===== src/rtl/servo_pkg.sv =====
`default_nettype none
// ------------------------------------------------------------------
// servo_pkg - angle indices, FSM state type, timebase default (rev 1.0)
// ------------------------------------------------------------------
package servo_pkg;

  localparam logic [2:0] ANG_0   = 3'd0;
  localparam logic [2:0] ANG_45  = 3'd1;
  localparam logic [2:0] ANG_90  = 3'd2;
  localparam logic [2:0] ANG_135 = 3'd3;
  localparam logic [2:0] ANG_180 = 3'd4;
  localparam logic [2:0] ANG_MAX = ANG_180;

  localparam int FRAME_CYCLES_50M = 1_000_000;

  typedef enum logic [1:0] {
    IDLE = 2'd0,
    MOVE = 2'd1,
    HOLD = 2'd2
  } state_t;

endpackage
`default_nettype wire


===== src/rtl/servo_frame_timer.sv =====
`default_nettype none
// ------------------------------------------------------------------
// servo_frame_timer - free-running frame counter, one-cycle tick (rev 1.0)
// ------------------------------------------------------------------
module servo_frame_timer #(
  parameter int FRAME_CYCLES = 1_000_000
) (
  input  logic clk,
  input  logic rst_n,
  output logic frame_tick
);

  localparam int              CW   = (FRAME_CYCLES > 1) ? $clog2(FRAME_CYCLES) : 1;
  localparam logic [CW-1:0]   LAST = CW'(FRAME_CYCLES - 1);

  logic [CW-1:0] count;

  always_ff @(posedge clk or negedge rst_n) begin
    if (!rst_n) begin
      count <= '0;
    end else if (count == LAST) begin
      count <= '0;
    end else begin
      count <= count + CW'(1);
    end
  end

  assign frame_tick = (count == LAST);

endmodule
`default_nettype wire


===== src/rtl/servo_seq_ctrl.sv =====
`default_nettype none
// ------------------------------------------------------------------
// servo_seq_ctrl - frame-aligned angle command sequencer (rev 1.0)
// Define SERVO_CMD_FIFO_EN to queue up to FIFO_DEPTH commands.
// ------------------------------------------------------------------
module servo_seq_ctrl #(
  parameter int FRAME_CYCLES = servo_pkg::FRAME_CYCLES_50M,
  parameter int STEP_FRAMES  = 5,
  parameter int HOME_IDX     = 0,
  parameter int FIFO_DEPTH   = 4
) (
  input  logic       clk,
  input  logic       rst_n,
  input  logic       cmd_valid,
  output logic       cmd_ready,
  input  logic [2:0] cmd_angle,
  input  logic [7:0] cmd_hold,
  input  logic       abort,
  output logic [2:0] angle_idx,
  output logic       busy,
  output logic       done,
  output logic       err
);
  import servo_pkg::*;

  localparam logic [7:0] STEP_LAST = 8'(STEP_FRAMES - 1);
  localparam logic [2:0] HOME      = 3'(HOME_IDX);

  if (STEP_FRAMES < 1 || STEP_FRAMES > 255) begin : g_bad_step
    $error("servo_seq_ctrl: STEP_FRAMES must be 1..255");
  end
  if (HOME_IDX < 0 || HOME_IDX > 4) begin : g_bad_home
    $error("servo_seq_ctrl: HOME_IDX must be 0..4");
  end
  if (FIFO_DEPTH < 2 || (FIFO_DEPTH & (FIFO_DEPTH - 1)) != 0) begin : g_bad_depth
    $error("servo_seq_ctrl: FIFO_DEPTH must be a power of 2, at least 2");
  end

  state_t     state, state_nxt;
  logic [2:0] target;
  logic [7:0] hold_cnt;
  logic [7:0] step_cnt;
  logic       frame_tick;

  // Command source: either the handshake directly or the queue head
  logic       src_avail;
  logic [2:0] src_angle;
  logic [7:0] src_hold;
  logic       reject;

  logic       take, step_en, hold_en, finish;

  servo_frame_timer #(
    .FRAME_CYCLES(FRAME_CYCLES)
  ) u_frame_timer (
    .clk        (clk),
    .rst_n      (rst_n),
    .frame_tick (frame_tick)
  );

`ifdef SERVO_CMD_FIFO_EN
  localparam int          AW    = $clog2(FIFO_DEPTH);
  localparam logic [AW:0] DEPTH = (AW + 1)'(FIFO_DEPTH);

  logic [10:0]   fifo_mem [FIFO_DEPTH];
  logic [AW-1:0] wr_ptr, rd_ptr;
  logic [AW:0]   fifo_cnt;
  logic          fifo_full, fifo_empty, push;

  assign fifo_full  = (fifo_cnt == DEPTH);
  assign fifo_empty = (fifo_cnt == '0);
  assign cmd_ready  = !fifo_full && !abort;
  assign push       = cmd_valid && cmd_ready && (cmd_angle <= ANG_MAX);
  assign reject     = cmd_valid && cmd_ready && (cmd_angle > ANG_MAX);
  assign src_avail  = !fifo_empty;
  assign {src_angle, src_hold} = fifo_mem[rd_ptr];

  always_ff @(posedge clk) begin
    if (push) begin
      fifo_mem[wr_ptr] <= {cmd_angle, cmd_hold};
    end
  end

  always_ff @(posedge clk or negedge rst_n) begin
    if (!rst_n) begin
      wr_ptr   <= '0;
      rd_ptr   <= '0;
      fifo_cnt <= '0;
    end else if (abort) begin
      wr_ptr   <= '0;
      rd_ptr   <= '0;
      fifo_cnt <= '0;
    end else begin
      if (push) wr_ptr <= wr_ptr + AW'(1);
      if (take) rd_ptr <= rd_ptr + AW'(1);
      fifo_cnt <= fifo_cnt + (AW + 1)'(push) - (AW + 1)'(take);
    end
  end
`else
  assign cmd_ready = (state == IDLE) && !abort;
  assign reject    = cmd_valid && cmd_ready && (cmd_angle > ANG_MAX);
  assign src_avail = cmd_valid && cmd_ready && (cmd_angle <= ANG_MAX);
  assign src_angle = cmd_angle;
  assign src_hold  = cmd_hold;
`endif

  always_ff @(posedge clk or negedge rst_n) begin
    if (!rst_n) begin
      state <= IDLE;
    end else begin
      state <= state_nxt;
    end
  end

  always_comb begin
    state_nxt = state;
    if (abort) begin
      state_nxt = IDLE;
    end else begin
      case (state)
        IDLE:    if (src_avail) state_nxt = MOVE;
        MOVE:    if (angle_idx == target) state_nxt = HOLD;
        HOLD:    if (hold_cnt == 8'd0) state_nxt = IDLE;
        default: state_nxt = IDLE;
      endcase
    end
  end

  always_comb begin
    busy    = (state != IDLE);
    take    = (state == IDLE) && src_avail && !abort;
    step_en = (state == MOVE) && !abort && (angle_idx != target) && frame_tick;
    hold_en = (state == HOLD) && !abort && (hold_cnt != 8'd0) && frame_tick;
    finish  = (state == HOLD) && !abort && (hold_cnt == 8'd0);
  end

  // Steps only on frame_tick, so the driver never sees a change mid-frame
  always_ff @(posedge clk or negedge rst_n) begin
    if (!rst_n) begin
      angle_idx <= HOME;
      target    <= HOME;
      hold_cnt  <= '0;
      step_cnt  <= '0;
      done      <= 1'b0;
      err       <= 1'b0;
    end else begin
      done <= finish;
      err  <= reject;
      if (take) begin
        target   <= src_angle;
        hold_cnt <= src_hold;
        step_cnt <= '0;
      end else if (step_en) begin
        if (step_cnt == STEP_LAST) begin
          step_cnt  <= '0;
          angle_idx <= (target > angle_idx) ? angle_idx + 3'd1 : angle_idx - 3'd1;
        end else begin
          step_cnt <= step_cnt + 8'd1;
        end
      end else if (hold_en) begin
        hold_cnt <= hold_cnt - 8'd1;
      end
    end
  end

endmodule
`default_nettype wire

===== config.mk =====
export PLATFORM = sky130hd
export DESIGN_NAME = servo_seq_ctrl
export DESIGN_NICKNAME = d
export VERILOG_FILES = /design/src/rtl/servo_pkg.sv /design/src/rtl/servo_frame_timer.sv /design/src/rtl/servo_seq_ctrl.sv
export SDC_FILE = /design/constraint.sdc
export NUM_CORES = 1
export LEC_CHECK = 0
export ABC_AREA = 1
export CORE_ASPECT_RATIO = 1.5
export CORE_MARGIN = 5
export CORE_UTILIZATION = 55
export DETAILED_ROUTE_END_ITERATION = 8
export PLACE_DENSITY = 0.81
export SLEW_MARGIN = 30
export SYNTH_ARGS = -nofsm -noshare
export SYNTH_HDL_FRONTEND = slang
export SYNTH_SLANG_ARGS = --single-unit

===== constraint.sdc =====
create_clock -name clk -period 4.55 [get_ports clk]
set_input_delay 1.365 -clock clk [delete_from_list [all_inputs] [get_ports clk]]
set_output_delay 1.365 -clock clk [all_outputs]
set_load 0.01 [all_outputs]

==> results.toml, run 1 <==
[outcome]
status = "completed"

[yosys]
syn_avg_cell_area_um2 = 7.34
syn_nets = 427
synth_cell_types = 32
ys_ff_latch = 46
syn_inst = 403
netlist_area_um2 = 2960
synth-seq-area-share_pct = 38.9
ys_warn_count = 0

[drt]
postRouteAntennaNets = 0
first_pass_iters = 4
vias = 2641
wl_um = 6450
drt_iter0_markers = 111
drc_errors = 0
via_per_inst = 5.35
post_drt_wl_per_cell_um = 13.0

[timing]
final_max_slew_viol_count = 0
setup_tns_ns = 0
clock_skew_ns = 0.0140
setup-violations-final = 0
finalCriticalPeriod_ns = 3.93
rsz0062_at_grt = "false"
max_slew_margin_pct = 60.7
finalHoldViolCount = 0
worst_pin_slew_ns = 0.588
max_freq_mhz = 254
setup_slack_ns = 0.618
min_period_over_period_pct = 86.4

[finish]
drive_above_1_share_pct = 6.10
final_area_um2 = 3290
area_delta_synth_final_pct = 11.3
antenna_cells = 0
finalNetCount = 449
instances_no_fill = 494
fin_util_pct = 63.2

[grt]
grt_pass1_vias = 2742
grtUsageTotal_pct = 20.3
antenna_found_initial = 0
grt_max_degree = 47
grt_pass1_wl_um = 11600
overflow = 0

[clock_tree]
cts_sinks = 46
cts_root_buf = "clkbuf_8"
cts_tree = "yes"
cts_resized = 0
postCtsSetupBuffers = 0
hold_buffers = 0
cts_buffer_depth = 2
path_clk_slew_ns = 0.07
clkLatencyLatePin_ns = 0.30
cts_buffers = 5
htree_levels = 2

[pwr]
peakVddDrop_mv = 0.257
powerDensity_nw_per_um2 = 345
p_leak_nw = 1.56

[placement]
dpl_cell_area_um2 = 3200
place_hpwl_um = 5060
dpl_worst_slack_ns = 0.609
io_buffers = 21
gp_congestion = 0.909
dp_cells = 486

[floorplanning]
die_h_um = 99.8
boundaryPins = 22
dieArea_um2 = 6970
design.core.area_um2 = 5200
die_x_um = 69.9
initial_utilization_pct = 56.8
rows = 32

[worst_setup_path]
path_max_fanout = 4
path_class = "primary input to output port"
ff2ff_path_depth = 8
crit_arrival_ns = 2.57
end_kind = "output port"
cp_data_required_time_ns = 3.18
r2r_slack_ns = 2.44
timing.rr.end = "angle_idx[2]"
startpoint_type = "primary input"
timing.rr.start = "angle_idx[2]"

[job]
drv_cap = 0

[worst_hold_path]
hold_path_class = "flip-flop to flip-flop"
hold_path_depth = 2
min_from = "target[2]"
min_to = "target[2]"
-- kinds of logic (layout without fill, tap and decap cells) --
logic type | Yosys count | after routing | share of synthesized area [%]
and+or+nand+nor | 256 | 256 | 40.2
AOI/OAI and AO/OA | 18 | 18 | 3.51
DFF | 46 | 46 | 38.9
adders and majority gates | 9 | 9 | 4.06
buffers and inverters | 57 | 80 | 8.29
xor gates and xnor gates | 17 | 17 | 5.03
-- sequential cells by signal (all words and copies together), names as in the netlist --
name,count
u_frame_timer.count,20
hold_cnt,8
step_cnt,8
angle_idx,3
target,3
state,2
done,1
err,1
-- synth_stat cells --
| library cell | number | area [um^2] |
|---|---|---|
| nand2_1 | 121 | 454 |
| nor2_1 | 55 | 206 |
| inv_1 | 47 | 176 |
| dfrtp_1 | 46 | 1150 |
| nand3_1 | 44 | 220 |
| xor2_1 | 16 | 140 |
| nand4_1 | 10 | 62.6 |
| ha_1 | 8 | 100 |
| nor3_1 | 8 | 40.0 |
| o21ai_0 | 5 | 25.0 |
| nand3_4 | 4 | 70.1 |
| nor2_4 | 4 | 45.0 |
| o21ai_1 | 4 | 20.0 |
| a21oi_1 | 3 | 15.0 |
| inv_2 | 3 | 11.3 |
| nand3b_1 | 3 | 22.5 |
| o21bai_1 | 3 | 22.5 |
| buf_6 | 2 | 22.5 |
| clkbuf_1 | 2 | 7.51 |
| nand2_2 | 2 | 12.5 |
| nand2_4 | 2 | 22.5 |
| a21o_1 | 1 | 7.51 |
| buf_4 | 1 | 7.51 |
| clkbuf_8 | 1 | 13.8 |
| fa_1 | 1 | 20.0 |
| inv_4 | 1 | 6.26 |
| nor2_2 | 1 | 6.26 |
| nor2_8 | 1 | 20.0 |
| nor2b_1 | 1 | 6.26 |
| o211ai_1 | 1 | 7.51 |
| o22ai_1 | 1 | 6.26 |
| xnor2_1 | 1 | 8.76 |
-- stage by stage --
stage / total power, W / hold WS, ns
global route: 0.00123 / 0.537
finish: 0.00113 / 0.496
detailed placement: 0.000886 / 0.481
floorplan: 0.000793 / 0.453
CTS: 0.00114 / 0.501
global placement: 0.000866 / 0.473
-- worst max-delay path, cell delays in order --
cell and delay (ns):
clkdlybuf4s50_1 0.46, nor2_4 0.18, clkdlybuf4s50_1 0.57
-- worst max-delay path by stage --
stage | endpoint | slack [ns] | startpoint | depth (start not counted)
2_1_floorplan | cmd_ready | 1.66 | abort | 1
4_1_cts | cmd_ready | 0.60 | abort | 3
6_report | cmd_ready | 0.62 | abort | 3
3_3_place_gp | cmd_ready | 0.62 | abort | 3
3_5_place_dp | cmd_ready | 0.61 | abort | 3
5_1_grt | cmd_ready | 0.58 | abort | 3
-- layout make-up --
type | instances | area [um^2]
timing repair buffer | 21 | 208
multi-input combinational | 300 | 1560
clock buffer | 7 | 86.3
tap | 68 | 85.1
inverter | 51 | 194
clock inverter | 1 | 5.00
sequential | 46 | 1150
fill | 481 | 1910
-- power by group --
part	internal, W	switching, W	total [W]
combinational	0.000144	0.000206	0.000350
sequential	0.000467	0.0000602	0.000527
clock	0.000123	0.000135	0.000258
total	0.000733	0.000402	0.00113
-- layout by cell type (no fill, tap or decap), drive strengths merged --
cell type and instances:
clkinv 1, clkdlybuf4s50 20, a21o 1, clkbuf 7, dfrtp 46, nand3b 3
buf 1, nor3 8, nor2b 1, fa 1, ha 8, nand4 10
o211ai 1, nand3 48, o21bai 3, inv 51, a21oi 3, o22ai 1
nand2 125, nor2 61, o21ai 9, xor2 16, xnor2 1
-- layer usage --
layer | up-vias | track usage (%) | wire length, um | share of wire (%)
met5 | - | 0 | 0 | 0
met4 | 0 | 11.2 | 313 | 4.9
met3 | 27 | 3.01 | 194 | 3.0
met2 | 62 | 39.2 | 3540 | 55
met1 | 1238 | 20.4 | 2400 | 37
li1 | 1314 | - | - | -
(Power assumes the default switching activity.)
==> run 2, diff against run 1 <==
==> constraint.sdc (replaced) <==
create_clock -name clk -period 4.55 [get_ports clk]
set_input_delay 1.365 -clock clk [delete_from_list [all_inputs] [get_ports clk]]
set_output_delay 1.365 -clock clk [all_outputs]
set_load 0.02 [all_outputs]
==> run 2 against run 1 <==
Effect of this change:
- setup slack got worse by 0.069 ns
- via count decreased by 1.1%
- critical path depth unchanged
- clock power about the same
- critical path type unchanged
==> results.toml, run 2 (synthesis results as in run 1) <==
[floorplanning]
die_x_um = 69.9
die_h_um = 99.8
design.core.area_um2 = 5200
boundaryPins = 22
initial_utilization_pct = 56.8
dieArea_um2 = 6970
rows = 32

[worst_setup_path]
startpoint_type = "primary input"
cp_top_family = "buffers and inverters"
r2r_slack_ns = 2.46
critPathMaxStageDelay_ns = 0.63
crit_top_cell = "clkdlybuf4s50_1"
end_kind = "output port"
cp_data_required_time_ns = 3.18
worst-path-buf-inv = 2
path_class = "primary input to output port"
path_cells = "clkdlybuf4s50_1 > nor2_4 > clkdlybuf4s50_1"
crit_arrival_ns = 2.64
path_max_fanout = 4
crit_slowest_cell = "clkdlybuf4s50_1"

[drt]
vias = 2611
via_per_inst = 5.29
drt_iter0_markers = 141
post_drt_wl_per_cell_um = 12.9
first_pass_iters = 4
drc_errors = 0
wl_um = 6370
postRouteAntennaNets = 0

[finish]
reg.largest.list = "u_frame_timer.count (20), hold_cnt (8), step_cnt (8)"
final_common_cell = "nand2_1"
final_cell_mix = "nand2_1, nor2_1, inv_1, dfrtp_1, nand3_1"
area_delta_synth_final_pct = 11.3
largest_register_ffs = 20
largest_register = "u_frame_timer.count"
final-seq-area_um2 = 1150
instances_no_fill = 494
finalNetCount = 449
fin_util_pct = 63.2
fill_cells = 508
drive_above_1_share_pct = 6.10
antenna_cells = 0
multi_input_area_um2 = 1560

[timing]
worst_pin_slew_ns = 0.595
min_period_over_period_pct = 87.9
setup_slack_ns = 0.549
clock_skew_ns = 0.00478
max_slew_margin_pct = 60.3
rsz0062_at_grt = "false"
setup-violations-final = 0
final_max_slew_viol_count = 0
setup_tns_ns = 0
finalHoldViolCount = 0
max_freq_mhz = 250
finalCriticalPeriod_ns = 4.00

[grt]
grtUsageTotal_pct = 20.2
grt_max_degree = 47
grt_util_met3_pct = 3.01
antenna_found_initial = 0
top_usage_layer = "met2"
grt_pass1_wl_um = 11600
grt_use_met2_pct = 37.0
grt_pass1_vias = 2748
use_met1_pct = 21.3
overflow = 0

[clock_tree]
cts_buffers = 5
cts_tree = "yes"
htree_levels = 2
clkLatencyLatePin_ns = 0.30
cts_resized = 0
path_clk_slew_ns = 0.08
postCtsSetupBuffers = 0
cts_buffer_depth = 2
hold_buffers = 0
cts_root_buf = "clkbuf_8"
cts_sinks = 46

[placement]
dpl_worst_slack_ns = 0.544
gp_congestion = 0.907
place_hpwl_um = 4960
dp_cells = 486
io_buffers = 21

[pwr]
powerDensity_nw_per_um2 = 345
peakVddDrop_mv = 0.286
p_leak_nw = 1.56

[outcome]
status = "completed"

[job]
drv_cap = 0

[worst_hold_path]
hold_path_class = "flip-flop to flip-flop"
[run 2: layout make-up]
type                            count  area share [%]
Inverter                           51            5.89
Sequential cell                    46            35.0
Multi-Input combinational cell    300            47.5
Clock inverter                      1           0.152
Clock buffer                        7            2.62
Tap cell                           68            2.59
Timing Repair Buffer               21            6.31
[run 2: stage by stage]
step | power (W) | instance area (um^2) | hold slack (ns)
2_1_floorplan | 0.000797 | 2960 | 0.453
3_3_place_gp | 0.000870 | 3200 | 0.473
3_5_place_dp | 0.000888 | 3200 | 0.480
4_1_cts | 0.00115 | 3290 | 0.502
5_1_grt | 0.00124 | 3290 | 0.555
6_report | 0.00114 | 3290 | 0.500
[run 2: path summary, 6_finish.rpt]
check                           cells past startpoint                     end          from
worst max-delay path                                3               cmd_ready         abort
worst min-delay path                                2               target[2]     target[2]
worst max register to register                      8            angle_idx[0]  angle_idx[2]
worst min register to register                      2               target[2]     target[2]
max in group asynchronous                           1  u_frame_timer.count[1]         rst_n
min in group asynchronous                           1  u_frame_timer.count[8]         rst_n
[run 2: worst min-delay path, delay by kind of cell, from the launching register on]
family,cells,cell delay (ns)
flops,1,0.36
simple gates,2,0.12
[run 2: power by group]
| part | total (W) | switching (W) | internal (W) |
|---|---|---|---|
| registers | 0.000526 | 0.0000592 | 0.000467 |
| logic | 0.000354 | 0.000209 | 0.000144 |
| clock network | 0.000257 | 0.000135 | 0.000123 |
| total | 0.00114 | 0.000403 | 0.000734 |
[run 2: routing by layer]
metal / share of wire [%] / routed length, um / vias up
li1: - / - / 1311
met1: 39 / 2460 / 1213
met2: 53 / 3370 / 57
met3: 3.0 / 193 / 30
met4: 5.5 / 348 / 0
met5: 0 / 0 / -
==> run 3, diff against run 2 <==
--- a/config.mk
+++ b/config.mk
@@ -5,13 +5,11 @@
 export SDC_FILE = /design/constraint.sdc
 export NUM_CORES = 1
 export LEC_CHECK = 0
-export ABC_AREA = 1
 export CORE_ASPECT_RATIO = 1.5
-export CORE_MARGIN = 5
 export CORE_UTILIZATION = 55
 export DETAILED_ROUTE_END_ITERATION = 8
-export PLACE_DENSITY = 0.81
-export SLEW_MARGIN = 30
+export PLACE_DENSITY = 0.82
+export SLEW_MARGIN = 20
 export SYNTH_ARGS = -nofsm -noshare
 export SYNTH_HDL_FRONTEND = slang
 export SYNTH_SLANG_ARGS = --single-unit
==> run 3 against run 2 <==
Effect of this change:
- fmax decreased by 1.1%
- worst hold slack got worse by 0.012 ns
- cell count decreased by 34%
- clock-buffer cell count unchanged
- final area decreased by 15%
- flip-flop and latch count unchanged
- die area decreased by 32%
- routed wire length decreased by 22%
- setup slack got worse by 0.045 ns
- non-clock buffer count increased by 1
- global-route usage increased by 2.9 points
- largest cell class unchanged
==> results.toml, run 3 <==
[outcome]
status = "completed"

[job]
drv_cap = 0

[yosys]
synth.most_common_cell = "dfrtp_1"
synth_edf_count = 0
synth-compound-area-share_pct = 9.05
yosys.area.top_type = "dfrtp_1"
ys_warn_count = 0
synth_cell_types = 44
synth_area_leaders = "dfrtp_1, nand3_1, nand2_1"
ys_ff_latch = 46
synth_top_family_by_area = "simple AND/OR/NAND/NOR gates"
synth_commonest_cells = "dfrtp_1, nand2_1, nand3_1"
synth_fa_ha_area_share_pct = 4.88
synth-xor-area-share_pct = 7.12
synth_simple_gate_area_share_pct = 26.9
yosysTopAreaCellShare_pct = 46.8
syn_nets = 278
syn_inst = 254
synthArstFlopShare_pct = 100
syn_avg_cell_area_um2 = 9.68
synthMuxAreaShare_pct = 3.00
ys.flop_type = "dfrtp_1"
synth-seq-area-share_pct = 46.8
netlist_area_um2 = 2460

[pwr]
clockPowerShare_pct = 31.3
seqPwrFrac_pct = 54.2
p_leak_nw = 1.21
p_comb_share_pct = 14.4
net-switching-power_w = 0.000214
peakVddDrop_mv = 0.235
powerDensity_nw_per_um2 = 293
power_w = 0.000820
swShare_pct = 26.1
p_int_w = 0.000606

[floorplanning]
dieArea_um2 = 4750
die_h_um = 83.9
rows = 29
die_x_um = 56.6
design.core.area_um2 = 4250
boundaryPins = 22
initial_utilization_pct = 57.9

[finish]
reg.largest.list = "u_frame_timer.count (20), hold_cnt (8), step_cnt (8)"
drive_above_1_share_pct = 8.21
largest_register = "u_frame_timer.count"
final-seq-area_um2 = 1150
multi_input_area_um2 = 1250
largest_register_ffs = 20
final_cell_mix = "dfrtp_1, nand2_1, nand3_1, nor2_1, clkdlybuf4s50_1"
finalNetCount = 303
final_common_cell = "dfrtp_1"
antenna_cells = 0
area_delta_synth_final_pct = 13.9
fill_cells = 355

[placement]
place_hpwl_um = 3530
gp_congestion = 0.836
io_buffers = 21

[drt]
wl_um = 4950
wl_met2_um = 2520
via_per_inst = 6.02
wl_met1_um = 2140
met3_length_um = 122
postRouteAntennaNets = 0
vias = 1964
post_drt_wl_per_cell_um = 15.2
top_layer_used = "met4"
drt_iter0_markers = 71
drc_errors = 0
first_pass_iters = 4

[timing]
max_slew_margin_pct = 51.5
clock_skew_ns = 0.00668
worst_pin_slew_ns = 0.721
min_period_over_period_pct = 88.9
max_freq_mhz = 247
rsz0062_at_grt = "false"
setup_tns_ns = 0
finalHoldViolCount = 0
setup-violations-final = 0
final_max_slew_viol_count = 0
finalCriticalPeriod_ns = 4.05

[worst_setup_path]
end_kind = "output port"
path_cells = "clkdlybuf4s50_1 > nor3_1 > clkdlybuf4s50_1"
startpoint_type = "primary input"
path_max_fanout = 3
crit_top_cell = "clkdlybuf4s50_1"
crit_arrival_ns = 2.68
crit_slowest_cell = "clkdlybuf4s50_1"
cp_data_required_time_ns = 3.18
critPathMaxStageDelay_ns = 0.64
path_class = "primary input to output port"

[grt]
grtUsageTotal_pct = 23.0
grt_max_degree = 47
overflow = 0
antenna_found_initial = 0
grt_pass1_vias = 1935
grt_pass1_wl_um = 8460

[clock_tree]
cts_root_buf = "clkbuf_8"
cts_buffer_depth = 2
cts_buffers = 5
path_clk_slew_ns = 0.08
cts_tree = "yes"
htree_levels = 2
clkLatencyLatePin_ns = 0.30
hold_buffers = 0
postCtsSetupBuffers = 0
cts_resized = 0
cts_sinks = 46

[worst_hold_path]
hold_path_class = "flip-flop to flip-flop"
## run 3: path summary, 6_finish.rpt
kind,startpoint,endpoint,slack [ns],depth (start not counted)
setup / recovery,abort,cmd_ready,0.50,3
hold / removal,u_frame_timer.count[7],u_frame_timer.count[7],0.49,1
setup reg to reg,u_frame_timer.count[12],step_cnt[3],1.99,5
hold reg to reg,u_frame_timer.count[7],u_frame_timer.count[7],0.49,1
max in group asynchronous,rst_n,u_frame_timer.count[10],3.11,1
min in group asynchronous,rst_n,target[0],1.06,1
## run 3: power by group through the flow
stage	Clock (W)	Combinational, W	Sequential (W)
global placement	0	0.000115	0.000451
global route	0.000278	0.000135	0.000448
CTS	0.000262	0.000120	0.000444
floorplan	0	0.0000758	0.000448
detailed placement	0	0.000119	0.000452
finish	0.000257	0.000118	0.000445
## run 3: metal layers
layer | vias to the layer above | GRT usage [%]
li1 | 958 | -
met1 | 956 | 27.1
met2 | 36 | 38.7
met3 | 14 | 3.26
met4 | 0 | 14.2
met5 | - | 0
## run 3: critical path: cells and delay by family
family	cells	cell delay, ns
buf+inv	2	1.07
simple gates	1	0.24
## run 3: cell type report
class / count / area share, %
Clock buffer: 7 / 3.08
Clock inverter: 1 / 0.179
Inverter: 9 / 1.21
Multi-Input combinational cell: 195 / 44.7
Sequential cell: 46 / 41.1
Tap cell: 46 / 2.05
Timing Repair Buffer: 22 / 7.68
## run 3: cell families after synthesis
kind of cell,Yosys count
AO/OA/AOI/OAI,35
XOR/XNOR,20
adder cells (fa/ha/maj),9
buffers and inverters,13
flip-flops,46
multiplexers,7
AND/OR/NAND/NOR,124
## run 3: through the flow
step	hold WS, ns	cell area (um^2)	utilization, %	cells	worst slack (ns)
after floorplan	0.448	2460	-	254	1.14
after global placement	0.469	2710	63.8	318	0.499
after detailed placement	0.480	2710	63.8	318	0.500
after CTS	0.491	2800	65.9	326	0.487
after global routing	0.521	2800	66.0	326	0.436
final	0.489	2800	66.0	326	0.505
